$ cat config.mk
export PLATFORM = sky130hd
export DESIGN_NAME = bus_xfer_seq
export DESIGN_NICKNAME = d
export VERILOG_FILES = /design/src/rtl/pdp8_bus_pkg.sv /design/src/rtl/settle_timer.sv /design/src/rtl/bus_xfer_seq.sv
export SDC_FILE = /design/constraint.sdc
export NUM_CORES = 1
export LEC_CHECK = 0
export CAP_MARGIN = 20
export CORE_AREA = 2 2 70 99
export CTS_BUF_LIST = sky130_fd_sc_hd__clkbuf_4 sky130_fd_sc_hd__clkbuf_8
export DETAILED_ROUTE_END_ITERATION = 16
export DIE_AREA = 0 0 72 101
export GPL_ROUTABILITY_DRIVEN = 0
export SLEW_MARGIN = 10
export SYNTH_ARGS = -nofsm -noshare
export SYNTH_HDL_FRONTEND = slang
export SYNTH_SLANG_ARGS = --single-unit
$ cat constraint.sdc
create_clock -name CLK -period 4.3 [get_ports CLK]
set_clock_uncertainty 0.15 [all_clocks]
set_input_delay 1.075 -clock CLK [delete_from_list [all_inputs] [get_ports CLK]]
set_output_delay 1.075 -clock CLK [all_outputs]
set_load 0.02 [all_outputs]
$ cat src/rtl/pdp8_bus_pkg.sv
// pdp8_bus_pkg: shared sequencer state encoding and default bus geometry
package pdp8_bus_pkg;
  localparam int NSRC_DEF = 8;
  localparam int NDST_DEF = 8;
  typedef enum logic [2:0] {IDLE, DRIVE, STROBE, HOLD, CLR} state_t;
endpackage

$ cat src/rtl/settle_timer.sv
// settle_timer: counts the cycles a source stays on the bus before its destinations are latched
module settle_timer #(
  parameter int SETTLE = 1
) (
  input  logic CLK,
  input  logic RESET_N,
  input  logic i_load,
  input  logic i_count,
  output logic o_expire
);
  logic [3:0] r_cnt;
  always_ff @(posedge CLK or negedge RESET_N) begin
    if (!RESET_N) r_cnt <= '0;
    else if (i_load) r_cnt <= 4'(SETTLE);
    else if (i_count && r_cnt != 4'd0) r_cnt <= r_cnt - 4'd1;
  end
  assign o_expire = i_count && r_cnt == 4'd1;
endmodule

$ cat src/rtl/bus_xfer_seq.sv
// bus_xfer_seq: runs one source-to-destinations bus transfer or a destination clear per request
module bus_xfer_seq
  import pdp8_bus_pkg::*;
#(
  parameter int NSRC = NSRC_DEF,
  parameter int NDST = NDST_DEF,
  parameter int SETTLE = 1,
  localparam int SW = NSRC > 1 ? $clog2(NSRC) : 1
) (
  input  logic            CLK,
  input  logic            RESET_N,
  input  logic            req_valid,
  output logic            req_ready,
  input  logic            req_bus,
  input  logic [SW-1:0]   req_src,
  input  logic [NDST-1:0] req_dst,
  input  logic            req_clr,
  output logic [NSRC-1:0] oe1,
  output logic [NSRC-1:0] oe2,
  output logic [NDST-1:0] latch,
  output logic [NDST-1:0] clear,
  output logic            done,
  output logic            err
);
  state_t r_state, w_next;
  logic r_bus;
  logic [SW-1:0] r_src, w_src;
  logic [NDST-1:0] r_dst, w_latch, w_clear;
  logic w_accept, w_bad, w_expire, w_bus, w_oe_on, w_done, w_err;
  assign w_accept = req_valid && req_ready;
  assign w_bad = !req_clr && (32'(req_src) >= NSRC || req_dst == '0);
  assign w_bus = w_accept ? req_bus : r_bus;
  assign w_src = w_accept ? req_src : r_src;
  settle_timer #(.SETTLE(SETTLE)) u_timer (
    .CLK,
    .RESET_N,
    .i_load(w_accept && !req_clr && !w_bad),
    .i_count(r_state == DRIVE),
    .o_expire(w_expire)
  );
  // CLR is only ever entered straight from IDLE, so req_* still describe the request there
  always_comb begin
    w_next = r_state;
    case (r_state)
      IDLE: begin
        if (w_accept && (req_clr || w_bad)) w_next = CLR;
        else if (w_accept) w_next = DRIVE;
      end
      DRIVE: if (w_expire) w_next = STROBE;
      STROBE: w_next = HOLD;
      default: w_next = IDLE;
    endcase
    w_oe_on = w_next == DRIVE || w_next == STROBE || w_next == HOLD;
    w_latch = w_next == STROBE ? r_dst : '0;
    w_clear = (w_next == CLR && req_clr) ? req_dst : '0;
    w_err = w_next == CLR && w_bad;
    w_done = w_next == HOLD || w_next == CLR;
  end
  always_ff @(posedge CLK or negedge RESET_N) begin
    if (!RESET_N) begin
      r_state <= IDLE;
      req_ready <= 1'b0;
      oe1 <= '0;
      oe2 <= '0;
      latch <= '0;
      clear <= '0;
      done <= 1'b0;
      err <= 1'b0;
      r_bus <= 1'b0;
      r_src <= '0;
      r_dst <= '0;
    end else begin
      r_state <= w_next;
      req_ready <= w_next == IDLE;
      oe1 <= (w_oe_on && !w_bus) ? NSRC'(1) << w_src : '0;
      oe2 <= (w_oe_on && w_bus) ? NSRC'(1) << w_src : '0;
      latch <= w_latch;
      clear <= w_clear;
      done <= w_done;
      err <= w_err;
      if (w_accept) begin
        r_bus <= req_bus;
        r_src <= req_src;
        r_dst <= req_dst;
      end
    end
  end
endmodule

==> impl_metrics.json <==
{
  "status": "finished clean",
  "synthToLayoutAreaGrowth_pct": 30.1,
  "io-pin-count": 51,
  "synth_ff_type": "dfrtp_1",
  "synth_edf_count": 0,
  "start_util_pct": 34.6,
  "drt-pass1-iter-count": 5,
  "first_iter_violations": 49,
  "cts_buffers": 5,
  "layout-drive-gt1-share_pct": 7.20,
  "arrival_ns": 2.90,
  "grt_pass1_wl_um": 7100,
  "cts_tree": "built",
  "hp-class": "flip-flop to flip-flop",
  "rows": 35,
  "yosysUniqueCellTypes": 34,
  "async_flop_share_pct": 100,
  "yosys_warnings": 0,
  "fin_nets": 281,
  "max-clock-path-buffers": 2,
  "antenna_found_initial": 0,
  "h-tree-depth": 2,
  "worst_slew_pin_slew_ns": 0.840,
  "rsz0062_at_grt": "no",
  "synth_top_cell_by_area": "dfrtp_1",
  "layout_common_cells": "nand2_1, dfrtp_1, clkdlybuf4s50_1, nor2_1, and2_1",
  "holdBufCountCts": 0,
  "clk_pin_slew_ns": 0.09,
  "max_clock_freq_mhz": 349,
  "synth_top_cell_area_share_pct": 60.7,
  "drc": 0,
  "timing.hold.ws_ns": 0.325,
  "p_leak_nw": 1.34,
  "hpwlAfterDp_um": 3340,
  "die_h_um": 101,
  "start_kind": "input port",
  "hold_violations": 0,
  "die_area_um2": 7270,
  "wirelength_um": 4310,
  "diodes": 0,
  "critPathCaptureType": "flip-flop",
  "ant_nets": 0,
  "power.density_nw_per_um2": 580,
  "placedCellCount": 330,
  "drv_cap": 0,
  "num_vias": 1598,
  "clock_sinks": 54,
  "fin_crit_ns": 2.87,
  "worstSkewPairLatency_ns": 0.29,
  "wl_per_cell_um": 12.7,
  "fin_crit_sh_pct": 66.7,
  "via_per_inst": 4.73,
  "path_class": "input port to flip-flop",
  "die_w_um": 72,
  "synth_seq_cells": 54,
  "ir_drop_mv": 0.259,
  "grt_pass1_vias": 1543,
  "cts_setup_buffers": 0,
  "maxSlewViolCount": 0,
  "synth_area_um2": 2230,
  "clockRootBuffer": "clkbuf_8",
  "cts_resized": 0,
  "syn_inst": 211,
  "setup_viol": 0,
  "syn_area_per_cell_um2": 10.6,
  "io_buffers": 50,
  "grt-ovfl-total": 0,
  "num-fill-cells": 628,
  "grt.total_usage_pct": 12.5,
  "synth_nets": 229,
  "max_slew_margin_pct": 44.0,
  "multi_input_area_um2": 826,
  "seq_area_um2": 1350,
  "final_cells": 338,
  "finalCoreUtilization_pct": 45.0,
  "grt_start_max_net_pins": 39,
  "p_total_mw": 1.68,
  "netlist_top_cells_area": "dfrtp_1, nand2_1, nor2_1",
  "setup-tns-final_ns": 0,
  "critPathRequiredTime_ns": 4.33,
  "design.core.area_um2": 6440,
  "path_max_fanout": 21,
  "final_common_cell": "nand2_1",
  "ys_seq_area_share_pct": 60.7
}
per-layer routing:
| metal | up-vias | share of wire [%] | GRT usage, % |
|---|---|---|---|
| li1 | 791 | - | - |
| met1 | 767 | 40 | 14.0 |
| met2 | 32 | 54 | 22.9 |
| met3 | 8 | 3.7 | 2.20 |
| met4 | 0 | 2.0 | 5.52 |
| met5 | - | 0 | 0 |
metrics by stage:
| stage | instance area (um2) | setup slack [ns] |
|---|---|---|
| floorplan | 2230 | 2.06 |
| global placement | 2780 | 1.14 |
| detailed placement | 2780 | 1.10 |
| CTS | 2900 | 1.43 |
| global route | 2900 | 1.27 |
| finish | 2900 | 1.43 |
synth_stat cells (2+ instances only):
library cell   n
ha_1           2
buf_4          2
dfrtp_1       54
nor4_4         2
and2_1        11
nor4_2         2
nor2_1        26
nand4b_1       4
a211o_1        2
inv_1          3
nand2_1       58
and3_1         8
mux2i_1        3
o31ai_1        2
nand4_1        2
nand2b_1       6
o21ai_0        6
a21oi_4        2
path summary, 6_finish.rpt:
check                                     start                    to  slack (ns)  cells after the start
min reg2reg                r_dst[0]$_DFFE_PN0N_  r_dst[0]$_DFFE_PN0N_        0.33                      2
max in group asynchronous               RESET_N      oe1[6]$_DFF_PN0_        2.54                      2
min in group asynchronous               RESET_N    clear[2]$_DFF_PN0_        0.73                      1
max                                   req_valid      oe1[5]$_DFF_PN0_        1.43                      5
min                        r_dst[0]$_DFFE_PN0N_  r_dst[0]$_DFFE_PN0N_        0.33                      2
max reg2reg                 req_ready$_DFF_PN0_      oe1[5]$_DFF_PN0_        2.32                      4
state kept, by name, summed over array words and instances, names as in the netlist, 3 cells and up:
signal	count
clear	8
latch	8
oe1	8
oe2	8
r_dst	8
r_src	3
r_state	3
u_timer.r_cnt	4
final cells by class:
cell class	instances	share of cell area, %
Clock inverter	2	1.30
Timing Repair Buffer	51	17.4
Clock buffer	6	2.63
Sequential cell	54	46.6
Multi-Input combinational cell	148	28.5
Inverter	3	0.389
Tap cell	74	3.20
worst max-delay path, stage by stage:
cell	delay, ns
clkdlybuf4s50_1	0.66
and2_1	0.62
o21ai_0	0.35
nand2_1	0.15
nor2_1	0.05
power by group:
group / total [mW] / switching (mW) / internal (mW)
Clock: 0.331 / 0.151 / 0.180
Combinational: 0.615 / 0.350 / 0.265
Sequential: 0.736 / 0.102 / 0.634
cells by family after synthesis:
logic type	count (synthesis)	share of synthesized area, %
AOI/OAI and AO/OA	17	5.90
xor gates and xnor gates	1	0.393
adders and majority gates	2	1.12
buffers and inverters	9	2.25
DFF	54	60.7
muxes	3	1.35
and+or+nand+nor	125	28.3
Note: power is estimated with default switching activity, not from simulation.
